<file path="src/rtl/rect_draw_scheduler.sv">
// rect_draw_scheduler: command FIFO and sequencer in front of the rectangle renderer.
// Holds renderer attributes stable while rr_enable is high and masks early rr_done.
module rect_draw_scheduler #(
  parameter int DEPTH       = 8,
  parameter int GUARD       = 2,
  parameter int X_BITES     = 9,
  parameter int Y_BITES     = 8,
  parameter int COLOR_BITES = 3
) (
  input  logic                   clk,
  input  logic                   reset,
  input  logic                   cmd_valid,
  output logic                   cmd_ready,
  input  logic [X_BITES-1:0]     cmd_origin_x,
  input  logic [Y_BITES-1:0]     cmd_origin_y,
  input  logic [X_BITES-1:0]     cmd_width,
  input  logic [Y_BITES-1:0]     cmd_height,
  input  logic [COLOR_BITES-1:0] cmd_back_color,
  input  logic                   cmd_border,
  input  logic [COLOR_BITES-1:0] cmd_border_color,
  output logic                   rr_enable,
  output logic [X_BITES-1:0]     rr_origin_x,
  output logic [Y_BITES-1:0]     rr_origin_y,
  output logic [X_BITES-1:0]     rr_width,
  output logic [Y_BITES-1:0]     rr_height,
  output logic [COLOR_BITES-1:0] rr_back_color,
  output logic                   rr_border,
  output logic [COLOR_BITES-1:0] rr_border_color,
  input  logic                   rr_done,
  output logic [$clog2(DEPTH):0] queue_count,
  output logic                   busy,
  output logic                   rect_done,
  output logic                   drop
);

  localparam int AW = $clog2(DEPTH);
  localparam int GW = (GUARD > 1) ? $clog2(GUARD) : 1;
  localparam logic [AW:0] FULL = (AW+1)'(DEPTH);

  typedef struct packed {
    logic [X_BITES-1:0]     origin_x;
    logic [Y_BITES-1:0]     origin_y;
    logic [X_BITES-1:0]     width;
    logic [Y_BITES-1:0]     height;
    logic [COLOR_BITES-1:0] back_color;
    logic                   border;
    logic [COLOR_BITES-1:0] border_color;
  } rect_t;

  typedef enum logic [2:0] {
    IDLE, LOAD, ARM, DRAW, RELEASE
  } state_t;

  state_t        state;
  rect_t         mem [DEPTH];
  rect_t         cmd;
  rect_t         head;
  logic [AW-1:0] wr_ptr;
  logic [AW-1:0] rd_ptr;
  logic [GW-1:0] guard_cnt;
  logic          zero_area;
  logic          fire;
  logic          push;
  logic          pop;

  assign cmd = {cmd_origin_x, cmd_origin_y, cmd_width, cmd_height,
                cmd_back_color, cmd_border, cmd_border_color};
  assign head = mem[rd_ptr];

  assign cmd_ready = queue_count != FULL;
  assign busy      = (queue_count != '0) || (state != IDLE);
  assign zero_area = (cmd_width == '0) || (cmd_height == '0);
  assign fire      = cmd_valid && cmd_ready && !reset;
  assign push      = fire && !zero_area;
  assign pop       = state == LOAD;

  always_ff @(posedge clk) begin
    if (push) mem[wr_ptr] <= cmd;
  end

  always_ff @(posedge clk) begin
    if (reset) begin
      wr_ptr      <= '0;
      rd_ptr      <= '0;
      queue_count <= '0;
      drop        <= 1'b0;
    end else begin
      drop <= fire && zero_area;
      if (push) wr_ptr <= wr_ptr + AW'(1);
      if (pop)  rd_ptr <= rd_ptr + AW'(1);
      if (push && !pop)
        queue_count <= queue_count + (AW+1)'(1);
      else if (pop && !push)
        queue_count <= queue_count - (AW+1)'(1);
    end
  end

  // LOAD is only entered with a non-empty queue, so pop never underflows.
  always_ff @(posedge clk) begin
    if (reset) begin
      state           <= IDLE;
      rr_enable       <= 1'b0;
      rect_done       <= 1'b0;
      guard_cnt       <= '0;
      rr_origin_x     <= '0;
      rr_origin_y     <= '0;
      rr_width        <= '0;
      rr_height       <= '0;
      rr_back_color   <= '0;
      rr_border       <= 1'b0;
      rr_border_color <= '0;
    end else begin
      rect_done <= 1'b0;
      unique case (state)
        IDLE: begin
          if (queue_count != '0) state <= LOAD;
        end
        LOAD: begin
          rr_origin_x     <= head.origin_x;
          rr_origin_y     <= head.origin_y;
          rr_width        <= head.width;
          rr_height       <= head.height;
          rr_back_color   <= head.back_color;
          rr_border       <= head.border;
          rr_border_color <= head.border_color;
          guard_cnt       <= '0;
          rr_enable       <= 1'b1;
          state           <= ARM;
        end
        ARM: begin
          if (guard_cnt == GW'(GUARD - 1)) state <= DRAW;
          else guard_cnt <= guard_cnt + GW'(1);
        end
        DRAW: begin
          if (rr_done) begin
            rr_enable <= 1'b0;
            rect_done <= 1'b1;
            state     <= RELEASE;
          end
        end
        RELEASE: begin
          state <= (queue_count != '0) ? LOAD : IDLE;
        end
        default: state <= IDLE;
      endcase
    end
  end

endmodule

</file>
<file path="config.mk">
export PLATFORM = sky130hd
export DESIGN_NAME = rect_draw_scheduler
export DESIGN_NICKNAME = d
export VERILOG_FILES = /design/src/rtl/rect_draw_scheduler.sv
export SDC_FILE = /design/constraint.sdc
export NUM_CORES = 1
export LEC_CHECK = 0
export ABC_AREA = 1
export BUFFER_PORTS_ARGS = -buffer_cell sky130_fd_sc_hd__buf_2
export CAP_MARGIN = 25
export CORE_MARGIN = 2
export CORE_UTILIZATION = 65
export DETAILED_ROUTE_END_ITERATION = 10
export PLACE_DENSITY_LB_ADDON = 0.15
export SETUP_SLACK_MARGIN = 0.02
export SYNTH_ARGS = -nofsm -noshare
export SYNTH_HDL_FRONTEND = slang
export SYNTH_SLANG_ARGS = --single-unit
</file>
<file path="constraint.sdc">
create_clock -name clk -period 5 [get_ports clk]
set_clock_uncertainty 0.1 [all_clocks]
set_input_delay 0.5 -clock clk [delete_from_list [all_inputs] [get_ports clk]]
set_output_delay 0.5 -clock clk [all_outputs]
set_load 0.02 [all_outputs]
</file>
Word-level counts from Yosys, hierarchy flattened
Memory sizes are Yosys's and may differ from the RTL's. A register that Yosys moved wholly into a read port is not among the register bits.
Index checks and enable logic that the tools add are counted.
{"block": "classes", "bitwise": 1, "n_addsub": 5, "reduce_logical": 23, "eq_ne": 8, "n_mux": 14}
{"op": "$pmux W3 S5", "count": 1}
{"op": "$logic_not A9 Y1", "count": 1}
{"op": "$mux W3", "count": 3}
{"op": "$logic_not A8 Y1", "count": 1}
{"op": "$mux W4", "count": 2}
{"op": "$add A3 B1 Y3 const B", "count": 2}
{"op": "$eq A3 B2 Y1 const B", "count": 2}
{"op": "$logic_and A1 B1 Y1", "count": 6}
{"op": "$mux W1", "count": 6}
{"op": "$ne A2 B2 Y1 const B", "count": 3}
{"op": "$reduce_bool A2 Y1", "count": 3}
{"op": "$add A4 B1 Y4 const B", "count": 1}
{"op": "$logic_not A1 Y1", "count": 4}
{"op": "$ne A4 B4 Y1 const B", "count": 1}
{"op": "$pmux W1 S2", "count": 2}
{"op": "$reduce_bool A4 Y1", "count": 1}
{"op": "$sub A4 B1 Y4 const B", "count": 1}
{"op": "$eq A3 B1 Y1 const B", "count": 1}
{"op": "$eq A3 B3 Y1 const B", "count": 1}
{"op": "$logic_not A3 Y1", "count": 1}
{"op": "$reduce_and A3 Y1", "count": 1}
{"op": "$reduce_bool A3 Y1", "count": 1}
{"op": "$logic_or A1 B1 Y1", "count": 2}
{"op": "$reduce_and A2 Y1", "count": 1}
{"op": "3 further kinds", "count": 3}
{"block": "word_totals", "ff_bits": 17, "mem_count": 1, "input_bits": 45, "out_inout_bits": 50, "mem_bits_rw": 328, "elab_cells": 60}
{"name": "mem", "depth": 8, "word_bits": 41, "rd": 1, "rd_ports_with_merged_regs": 1, "wr": 1, "line_no": "55", "rtl": "rect_t mem [DEPTH];"}

Logic depth before layout (Yosys ltp)
Gate-level depths: netlist of the first run.
{"block": "depth", "word_depth": 8, "mapped_depth": 16, "mapped_depth_nobuf": 16}

Least setup slack after synthesis of the first run
No wires, ideal clock.
{"block": "synth_timing", "path_type": "flip-flop to flip-flop", "start": "register queue_count[0]", "end": "memory mem[0][0] (netlist name) (enable)", "path_buffers": 0, "synth_period_minus_slack_ns": 3.431, "stages_incl_launch_ff": 7, "setup_slack_ns": 1.569, "setup_time_ns": 0.439, "arrival_time_ns": 2.892, "required_ns": 4.461, "cell_sequence": "dfxtp_1 nor2_1 a21oi_2 nand3_1 inv_2 nand2_1 nor2_1"}
{"block": "synth_via", "elab_chain_len": 6}
{"element": "start: declaration", "line_no": "30", "rtl": "output logic [$clog2(DEPTH):0] queue_count,"}
{"element": "start signal: assignment", "line_no": "92", "rtl": "queue_count <= queue_count + (AW+1)'(1);"}
{"element": "start signal: assignment", "line_no": "94", "rtl": "queue_count <= queue_count - (AW+1)'(1);"}
{"element": "$ne A4 B4 Y1", "line_no": "70", "rtl": "assign cmd_ready = queue_count != FULL;"}
{"element": "$logic_and A1 B1 Y1 (2 in series)", "line_no": "73", "rtl": "assign fire = cmd_valid && cmd_ready && !reset;"}
{"element": "$logic_and A1 B1 Y1", "line_no": "74", "rtl": "assign push = fire && !zero_area;"}
{"element": "via push", "line_no": "63", "rtl": "logic push;"}
{"element": "$mux W1", "line_no": "78", "rtl": "if (push) mem[wr_ptr] <= cmd;"}
{"element": "$mux W1 (implied by the code)", "line_no": "78"}
{"element": "end: declaration", "line_no": "55"}
The timed path passes the listed nets, and every way through them passes these cells.

==> impl_metrics.py, run 1 <==
metrics = {
    "outcome": {
        "status": "finished clean",
    },
    "worst_setup_path": {
        "critPathBufInv": 2,
        "end_kind": "register",
        "cp.arrival_ns": 3.35,
        "cp_top_family": "buffers and inverters",
        "crit_fanout": 72,
        "crit_required_ns": 5.36,
        "reg2reg_to": "rr_height[3]",
        "cp_cell_sequence": "buf_4 > buf_4 > nor2_1 > nor2_1 > o21ai_0 > o211ai_1 > nand3_1 > nand2_1",
        "slowest_delay_ns": 0.73,
        "r2r_cells": 8,
        "crit_type": "reg -> reg",
        "ff2ff_setup_slack_ns": 2.02,
        "start_kind": "register",
        "worst_path_max_delay_cell": "dfxtp_4",
        "regToRegStartpoint": "rd_ptr[0]",
    },
    "layout": {
        "layout_commonest_cell": "edfxtp_1",
        "final_cell_mix": "edfxtp_1, nor2_1, nand2_1",
        "fin_cells": 1684,
        "area_delta_synth_final_pct": 12.6,
        "final_core_util": 0.748,
        "final_area_um2": 17000,
        "drive_gt1_frac": 0.136,
        "layout.nets": 1419,
    },
    "detailed_routing": {
        "ant_nets": 0,
        "wl_um": 32100,
        "wl_per_cell_um": 19.0,
        "drt-initial-drc-count": 1212,
        "num_vias": 9899,
        "via_per_inst": 5.88,
        "drc": 0,
        "dr.pass1.iters": 5,
    },
    "clock_tree": {
        "postCtsSetupBuffers": 0,
        "clkSinkCount": 386,
        "holdBufCountCts": 0,
        "cts_buffers": 39,
        "path_clk_slew_ns": 0.06,
        "clk_latency_ns": 0.52,
        "cts_root_buf": "clkbuf_16",
        "cts_resized": 0,
        "cts_tree": "done",
        "h-tree-depth": 2,
        "clockBufferDepth": 3,
    },
    "floorplanning": {
        "dieWidth_um": 156,
        "dieArea_um2": 24500,
        "initial_core_util": 0.665,
        "die_h_um": 156,
        "ioPinCount": 95,
        "std_cell_rows": 55,
        "placeableCoreArea_um2": 22700,
    },
    "yosys": {
        "netlist_top_cells_area": "edfxtp_1, dfxtp_1, nor2_1",
        "synthDistinctLibCells": 30,
        "synth_edf_count": 328,
        "synth_top_area_cell": "edfxtp_1",
        "ys_async_sr_fraction": 0,
        "synth.net_count": 1338,
        "synth_cells": 1287,
        "ys_warn_count": 0,
        "synth_top_area_share": 0.653,
        "synth_seq_area_share": 0.730,
        "synth_area_um2": 15100,
        "avgSynthCellArea_um2": 11.7,
        "yosys_register_bits": 386,
        "synth_flop_cell": "edfxtp_1",
    },
    "global_route": {
        "grt_max_degree": 93,
        "grt_pass1_wl_um": 49900,
        "grt-ovfl-total": 0,
        "grtUsageTotal": 0.269,
        "antenna_found_initial": 2,
        "grt_pass1_vias": 9356,
    },
    "timing": {
        "whs_ns": 0.154,
        "timing.fmax_mhz": 335,
        "rsz0062_at_grt": "false",
        "drv_slew": 0,
        "fin_crit_sh": 0.597,
        "fin_tns_setup_ns": 0,
        "max_slew.worst_pin.slew_ns": 0.946,
        "finalSetupViolations": 0,
        "finalWorstSetupSlack_ns": 2.02,
        "slew_headroom": 0.367,
        "fin_crit_ns": 2.98,
        "finalHoldViolations": 0,
    },
    "min_path": {
        "min_path_cells": 1,
        "hp-class": "in -> reg",
        "min_to": "mem[4][4]",
        "min_from": "cmd_back_color[0]",
    },
    "place": {
        "pre_cts_slack_ns": 1.57,
        "hpwl_um": 17500,
        "io_buffer_count": 94,
        "gp_congestion": 0.772,
        "placed_area_um2": 15700,
        "post-place-cells": 1610,
    },
    "run": {
        "maxCapViolCount": 0,
    },
    "power_and_ir_drop": {
        "vdd_drop_max_mv": 0.380,
        "p_leak_nw": 6.29,
        "power_density_nw_per_um2": 507,
        "p_total_mw": 8.61,
    },
}
==> synth_stat cells, types with 2 or more instances <==
cell	number
clkbuf_1	25
o21ai_1	12
dfxtp_1	58
nand2_1	210
buf_1	3
edfxtp_1	328
nor2_1	271
xor2_1	2
o211ai_1	30
o21ai_0	143
ha_1	5
inv_1	24
buf_4	15
a21oi_2	2
or2_2	2
nand3_1	91
inv_4	3
buf_2	24
a21oi_1	21
inv_2	4
buf_6	5
==> layout make-up <==
cell class                      count  area (um^2)
Antenna cell                        2         5.00
Clock buffer                       58         1140
Clock inverter                     12         82.6
Fill cell                        1438         5720
Inverter                           32          128
Multi-Input combinational cell    797         3620
Sequential cell                   386        11000
Tap cell                          285          357
Timing Repair Buffer              112          638
==> kinds of logic after synthesis <==
kind of cell,Yosys count,share of synthesized area
flops,386,0.730
compound gates,210,0.0754
simple gates,579,0.154
fa+ha+maj,6,0.00547
buf+inv,104,0.0346
xor+xnor,2,0.00116
==> power breakdown <==
group          internal [mW]  leakage [nW]  switching [mW]
logic                  0.596          2.25            1.38
clock network           1.63         0.601            1.14
registers               3.71          3.44           0.164
==> per-layer routing <==
layer,up-vias,GRT usage,part of all wire
met4,2,0.0952,0.024
met3,64,0.0504,0.092
met2,473,0.428,0.48
met1,4715,0.378,0.40
met5,-,0,0.00041
li1,4645,-,-
==> worst reg2reg max path: stages, from the launching register on <==
cell	delay [ns]
dfxtp_4	0.73
buf_4	0.60
buf_4	0.72
nor2_1	0.13
nor2_1	0.10
o21ai_0	0.09
o211ai_1	0.16
nand3_1	0.20
nand2_1	0.10
==> how the worst max path moves through the flow <==
stage	startpoint	to	slack (ns)	cells after the start
after CTS	rd_ptr[0]	rr_height[3]	2.06	8
after global routing	rd_ptr[0]	rr_height[3]	1.80	8
after floorplan	queue_count[0]	mem[0][0]	1.57	6
after detailed placement	reset	mem[2][31]	1.57	9
final	rd_ptr[0]	rr_height[3]	2.02	8
after global placement	reset	mem[2][40]	1.70	9
==> flip-flops by register name, indices dropped and copies added, names as in the netlist, 4 cells and up <==
register / count
mem: 328
rr_origin_y: 8
queue_count: 4
rr_height: 8
rr_width: 9
rr_origin_x: 9
No activity file was read; power rests on OpenSTA's default activity.
==> run 2: changes to the inputs <==
--- a/config.mk
+++ b/config.mk
@@ -9,7 +9,7 @@
 export BUFFER_PORTS_ARGS = -buffer_cell sky130_fd_sc_hd__buf_2
 export CAP_MARGIN = 25
 export CORE_MARGIN = 2
-export CORE_UTILIZATION = 65
+export CORE_UTILIZATION = 60
 export DETAILED_ROUTE_END_ITERATION = 10
 export PLACE_DENSITY_LB_ADDON = 0.15
 export SETUP_SLACK_MARGIN = 0.02
==> constraint.sdc (replaced) <==
create_clock -name clk -period 3.1 [get_ports clk]
set_clock_uncertainty 0.1 [all_clocks]
set_input_delay 0.31 -clock clk [delete_from_list [all_inputs] [get_ports clk]]
set_output_delay 0.31 -clock clk [all_outputs]
set_load 0.02 [all_outputs]
==> run 2 against run 1 <==
Against the previous run: largest power group unchanged; via count fell by 0.47%; largest cell class unchanged; total power rose by 64%; cell area rose by 3.6%; clock power rose by 67%; global-route usage fell by 1.7 points; critical endpoint is now queue_count[3]; register-to-register slack got worse by 1.5 ns.
==> impl_metrics.py, run 2 (same netlist as run 1, synthesis figures left out) <==
metrics = {
    "global_route": {
        "grt_pass1_vias": 9442,
        "met3_usage": 0.0418,
        "grt_pass1_wl_um": 51300,
        "grtUsageTotal": 0.252,
        "antenna_found_initial": 0,
        "grt_max_degree": 170,
        "busiest_layer": "met2",
        "use_met2": 0.411,
        "grt_util_met1": 0.355,
        "grt-ovfl-total": 0,
    },
    "power_and_ir_drop": {
        "vdd_drop_max_mv": 1.06,
        "comb_power_share": 0.237,
        "p_switching_mw": 4.34,
        "intPower_mw": 9.79,
        "p_clk_frac": 0.327,
        "p_seq_frac": 0.436,
        "power_density_nw_per_um2": 803,
        "netSwitchingFraction": 0.307,
        "p_leak_nw": 6.53,
    },
    "layout": {
        "layout_commonest_cell": "edfxtp_1",
        "num_antenna_cells": 0,
        "area_delta_synth_final_pct": 16.6,
        "final_core_util": 0.705,
        "largest_reg_flops": 328,
        "seqCellArea_um2": 11000,
        "fillers": 1775,
        "final_cell_mix": "edfxtp_1, nor2_1, nand2_1",
        "top_register": "mem",
        "multi_input_area_um2": 3620,
        "reg_top3": "mem (328), rr_origin_x (9), rr_width (9)",
        "layout.nets": 1471,
        "drive_gt1_frac": 0.139,
    },
    "floorplanning": {
        "ioPinCount": 95,
        "std_cell_rows": 58,
        "dieArea_um2": 26400,
        "placeableCoreArea_um2": 25000,
        "die_h_um": 163,
        "dieWidth_um": 163,
        "initial_core_util": 0.605,
    },
    "timing": {
        "timing.fmax_mhz": 361,
        "drv_slew": 0,
        "fin_crit_sh": 0.893,
        "slew_headroom": 0.461,
        "fin_crit_ns": 2.77,
        "fin_tns_setup_ns": 0,
        "max_slew.worst_pin.slew_ns": 0.809,
        "finalHoldViolations": 0,
        "finalSetupViolations": 0,
        "rsz0062_at_grt": "false",
    },
    "clock_tree": {
        "postCtsSetupBuffers": 0,
        "cts_tree": "done",
        "clk_latency_ns": 0.52,
        "clkSinkCount": 386,
        "h-tree-depth": 2,
        "clockBufferDepth": 3,
        "cts_root_buf": "clkbuf_16",
        "cts_buffers": 39,
        "path_clk_slew_ns": 0.06,
    },
    "detailed_routing": {
        "wl_um": 32600,
        "wl_per_cell_um": 18.3,
        "dr.pass1.iters": 7,
        "drc": 0,
        "via_per_inst": 5.54,
        "drt-initial-drc-count": 814,
        "ant_nets": 0,
        "num_vias": 9852,
    },
    "worst_setup_path": {
        "start_kind": "primary input",
        "crit_fanout": 9,
        "cp.arrival_ns": 3.11,
        "ff2ff_setup_slack_ns": 0.53,
        "crit_type": "in -> reg",
        "regToRegStartpoint": "queue_count[0]",
        "end_kind": "register",
        "crit_required_ns": 3.44,
        "r2r_cells": 13,
        "reg2reg_to": "queue_count[3]",
    },
    "min_path": {
        "min_path_cells": 1,
        "min_from": "cmd_height[6]",
        "min_to": "mem[0][13]",
        "hp-class": "in -> reg",
    },
    "place": {
        "io_buffer_count": 94,
        "gp_congestion": 0.805,
        "hpwl_um": 17900,
    },
    "outcome": {
        "status": "finished clean",
    },
    "run": {
        "maxCapViolCount": 0,
    },
}
-- run 2: final cells by class --
cell class,instances,area share
tap,330,0.0235
inverter,32,0.00725
sequential,386,0.626
clock buffer,49,0.0581
multi-input combinational,797,0.206
timing repair buffer,164,0.0665
clock inverter,21,0.0131
-- run 2: routing by layer --
layer	vias to the layer above	wire (um)	share of wire
li1	4745	-	-
met3	52	2330	0.071
met5	-	0	0
met2	374	15800	0.48
met4	0	646	0.020
met1	4681	13900	0.43
-- run 2: worst max-delay path: stages --
cell and delay (ns):
dlygate4sd3_1 0.54, buf_2 0.17, or2_2 0.31, nor2_1 0.11, nand2_1 0.12, nand3_1 0.17, inv_2 0.09, ha_1 0.22
inv_1 0.14, ha_1 0.27, or2_2 0.29, nand2_1 0.07, nand3_1 0.06, nand2_1 0.06, nand2_1 0.05, a21oi_1 0.12
-- run 2: how the worst max path moves through the flow --
stage | startpoint | end | slack [ns] | cells after the start
floorplan | queue_count[0] | mem[0][0] | -0.33 | 6
global placement | cmd_width[1] | queue_count[3] | 0.47 | 15
detailed placement | cmd_width[1] | queue_count[3] | 0.40 | 15
CTS | cmd_width[1] | queue_count[3] | 0.36 | 16
global route | cmd_width[1] | queue_count[3] | 0.11 | 16
finish | cmd_width[1] | queue_count[3] | 0.33 | 16
-- run 2: timing repair --
item | in CTS | in global routing
hold endpoints to repair | 307 | 0
endpoints found under the setup margin | 0 | 0
resized for setup | 0 | 0
hold buffers | 40 | 0
-- run 2: stage by stage --
stage / instance area (um^2) / power [mW] / instances / hold slack (ns) / setup slack, ns
5_1_grt: 17600 / 14.9 / 1779 / 0.0139 / 0.105
4_1_cts: 17600 / 14.2 / 1779 / 0.000988 / 0.362
3_3_place_gp: 15900 / 9.48 / 1669 / 0.331 / 0.467
2_1_floorplan: 15100 / 8.69 / 1287 / 0.279 / -0.331
6_report: 17600 / 14.1 / 1779 / 0.0129 / 0.330
3_5_place_dp: 15900 / 9.57 / 1669 / 0.334 / 0.395
-- run 2: power groups by stage --
stage          Sequential [mW]  Combinational, mW  Clock (mW)
5_1_grt                   6.19               3.76        4.90
4_1_cts                   6.16               3.37        4.69
3_5_place_dp              6.26               3.31           0
3_3_place_gp              6.25               3.23           0
2_1_floorplan             6.50               2.19           0
6_report                  6.16               3.36        4.62
==> run 3: changes to the inputs <==
--- a/config.mk
+++ b/config.mk
@@ -5,11 +5,10 @@
 export SDC_FILE = /design/constraint.sdc
 export NUM_CORES = 1
 export LEC_CHECK = 0
-export ABC_AREA = 1
 export BUFFER_PORTS_ARGS = -buffer_cell sky130_fd_sc_hd__buf_2
 export CAP_MARGIN = 25
 export CORE_MARGIN = 2
-export CORE_UTILIZATION = 60
+export CORE_UTILIZATION = 64
 export DETAILED_ROUTE_END_ITERATION = 10
 export PLACE_DENSITY_LB_ADDON = 0.15
 export SETUP_SLACK_MARGIN = 0.02
==> constraint.sdc (replaced) <==
create_clock -name clk -period 3.2 [get_ports clk]
set_clock_uncertainty 0.1 [all_clocks]
set_input_delay 0.32 -clock clk [delete_from_list [all_inputs] [get_ports clk]]
set_output_delay 0.32 -clock clk [all_outputs]
set_load 0.02 [all_outputs]
==> run 3 against run 2 <==
Against the previous run: non-clock buffer count decreased by 7; sequential share of layout area increased by 2.5 points; via count decreased by 25%; clock-buffer cell count increased by 2; core utilization increased by 7.0 points; cell area decreased by 3.9%.
==> impl_metrics.py, run 3 <==
metrics = {
    "outcome": {
        "status": "finished clean",
    },
    "clock_tree": {
        "h-tree-depth": 2,
        "clockBufferDepth": 3,
        "clk_latency_ns": 0.52,
        "path_clk_slew_ns": 0.06,
        "cts_root_buf": "clkbuf_16",
        "cts_buffers": 38,
        "clkSinkCount": 386,
        "cts_resized": 0,
        "cts_tree": "done",
        "postCtsSetupBuffers": 0,
    },
    "yosys": {
        "synthDistinctLibCells": 42,
        "synth_seq_area_share": 0.773,
        "avgSynthCellArea_um2": 19.9,
        "synth_xor_area_frac": 0.00246,
        "synth_top_family_by_area": "multiplexers",
        "yosys.area_share.adder": 0.00579,
        "synth_area_um2": 14300,
        "synth_edf_count": 328,
        "synth_most_common_cell": "edfxtp_1",
        "synth-compound-area-share": 0.0247,
        "ys_async_sr_fraction": 0,
        "synth.net_count": 767,
        "synth_cells": 716,
        "synth-simple-area-share": 0.0478,
        "synthTopCellsByCount": "edfxtp_1, mux4_2, dfxtp_1, nand2_1, nor2_1",
        "synth_top_area_share": 0.691,
        "yosys_register_bits": 386,
        "netlist_top_cells_area": "edfxtp_1, mux4_2, dfxtp_1",
        "synth.area.mux_share": 0.134,
        "ys_warn_count": 0,
        "synth_flop_cell": "edfxtp_1",
        "synth_top_area_cell": "edfxtp_1",
    },
    "power_and_ir_drop": {
        "p_clk_frac": 0.336,
        "netSwitchingFraction": 0.266,
        "p_leak_nw": 5.73,
        "intPower_mw": 9.66,
        "vdd_drop_max_mv": 0.551,
        "p_seq_frac": 0.468,
        "comb_power_share": 0.196,
        "p_switching_mw": 3.50,
        "power_density_nw_per_um2": 778,
    },
    "layout": {
        "largest_reg_flops": 328,
        "layout_commonest_cell": "edfxtp_1",
        "top_register": "mem",
        "multi_input_area_um2": 3160,
        "area_delta_synth_final_pct": 18.7,
        "seqCellArea_um2": 11000,
        "final_core_util": 0.775,
        "final_cell_mix": "edfxtp_1, buf_2, mux4_2",
        "fillers": 1158,
        "layout.nets": 929,
        "reg_top3": "mem (328), rr_origin_x (9), rr_width (9)",
        "drive_gt1_frac": 0.305,
        "fin_cells": 1188,
    },
    "global_route": {
        "grt_pass1_wl_um": 46000,
        "grt_max_degree": 40,
        "antenna_found_initial": 1,
        "grt-ovfl-total": 0,
        "grtUsageTotal": 0.261,
        "grt_pass1_vias": 7877,
    },
    "detailed_routing": {
        "drt-initial-drc-count": 554,
        "wl_um": 29800,
        "drc": 0,
        "via_per_inst": 6.25,
        "ant_nets": 0,
        "dr.pass1.iters": 5,
        "wl_per_cell_um": 25.1,
        "num_vias": 7429,
    },
    "timing": {
        "finalHoldViolations": 0,
        "whs_ns": 0.00856,
        "fin_crit_ns": 2.99,
        "rsz0062_at_grt": "false",
        "finalWorstSetupSlack_ns": 0.209,
        "max_slew.worst_pin.slew_ns": 0.628,
        "drv_slew": 0,
        "slew_headroom": 0.581,
        "finalSetupViolations": 0,
        "timing.fmax_mhz": 334,
        "fin_crit_sh": 0.935,
    },
    "floorplanning": {
        "ioPinCount": 95,
        "initial_core_util": 0.653,
        "die_h_um": 153,
        "dieArea_um2": 23500,
        "std_cell_rows": 54,
        "placeableCoreArea_um2": 21800,
        "dieWidth_um": 153,
    },
    "place": {
        "pre_cts_slack_ns": 0.264,
        "gp_congestion": 0.780,
        "hpwl_um": 16200,
        "post-place-cells": 1078,
        "io_buffer_count": 94,
    },
    "worst_setup_path": {
        "crit_start": "cmd_width[2]",
        "crit_fanout": 9,
        "start_kind": "primary input",
        "end_kind": "register",
        "critPathBufInv": 4,
        "cp_top_family": "buffers and inverters",
        "crit_type": "in -> reg",
        "crit_required_ns": 3.51,
        "worst_path_max_delay_cell": "dlygate4sd3_1",
        "slowest_delay_ns": 0.54,
        "regToRegStartpoint": "queue_count[0]",
        "cp.arrival_ns": 3.30,
        "cp_cell_sequence": "dlygate4sd3_1 > buf_2 > nor4_1 > nand3_1 > nand3_2 > inv_1 > ha_1 > inv_1 > ha_1 > a21oi_1 > a211oi_1 > a31oi_1 > mux2_2",
    },
    "run": {
        "maxCapViolCount": 0,
    },
    "min_path": {
        "hp-class": "in -> reg",
        "min_from": "cmd_origin_y[6]",
    },
}
[run 3: power groups by stage]
stage | clock network (mW) | registers [mW] | logic [mW]
global placement | 0 | 6.22 | 2.48
finish | 4.42 | 6.15 | 2.58
detailed placement | 0 | 6.26 | 2.55
floorplan | 0 | 6.33 | 1.67
global route | 4.66 | 6.20 | 2.78
CTS | 4.48 | 6.16 | 2.62
[run 3: repair_timing]
action,CTS,global route
hold endpoints to repair,301,0
endpoints found under the setup margin,0,0
hold buffers,40,0
[run 3: cells by family (layout without fill, tap and decap cells)]
| kind of cell | after synthesis | count (layout) |
|---|---|---|
| AOI/OAI and AO/OA | 52 | 52 |
| xor gates and xnor gates | 4 | 4 |
| adders and majority gates | 6 | 6 |
| buffers and inverters | 38 | 229 |
| DFF | 386 | 386 |
| muxes | 88 | 88 |
| other | 0 | 1 |
| and+or+nand+nor | 142 | 142 |
[run 3: area by class of cell]
class                      count  share of cell area
antenna                        1            0.000148
multi-input combinational    292               0.187
sequential                   386               0.651
timing repair buffer         157              0.0661
clock inverter                18             0.00969
clock buffer                  51              0.0646
tap                          280              0.0207
inverter                       3            0.000665
[run 3: path summary, 6_finish.rpt]
kind                           end  slack [ns]  depth (start not counted)
setup / recovery    queue_count[3]        0.21                         13
hold reg to reg   rr_back_color[2]        0.33                          2
setup reg to reg    queue_count[3]        0.33                         11
hold / removal          mem[0][30]       0.009                          1
[run 3: per-stage QoR]
stage	TNS [ns]	instance area, um^2	total power [mW]
6_report	0	16900	13.2
5_1_grt	0	16900	13.6
4_1_cts	0	16900	13.3
3_5_place_dp	0	15300	8.81
3_3_place_gp	0	15300	8.70
2_1_floorplan	-58.21	14300	8.00
[run 3: per-layer routing]
layer,track usage,wire [um]
met4,0.0895,750
met3,0.0448,2080
met1,0.351,11500
met2,0.442,15400
met5,0,0
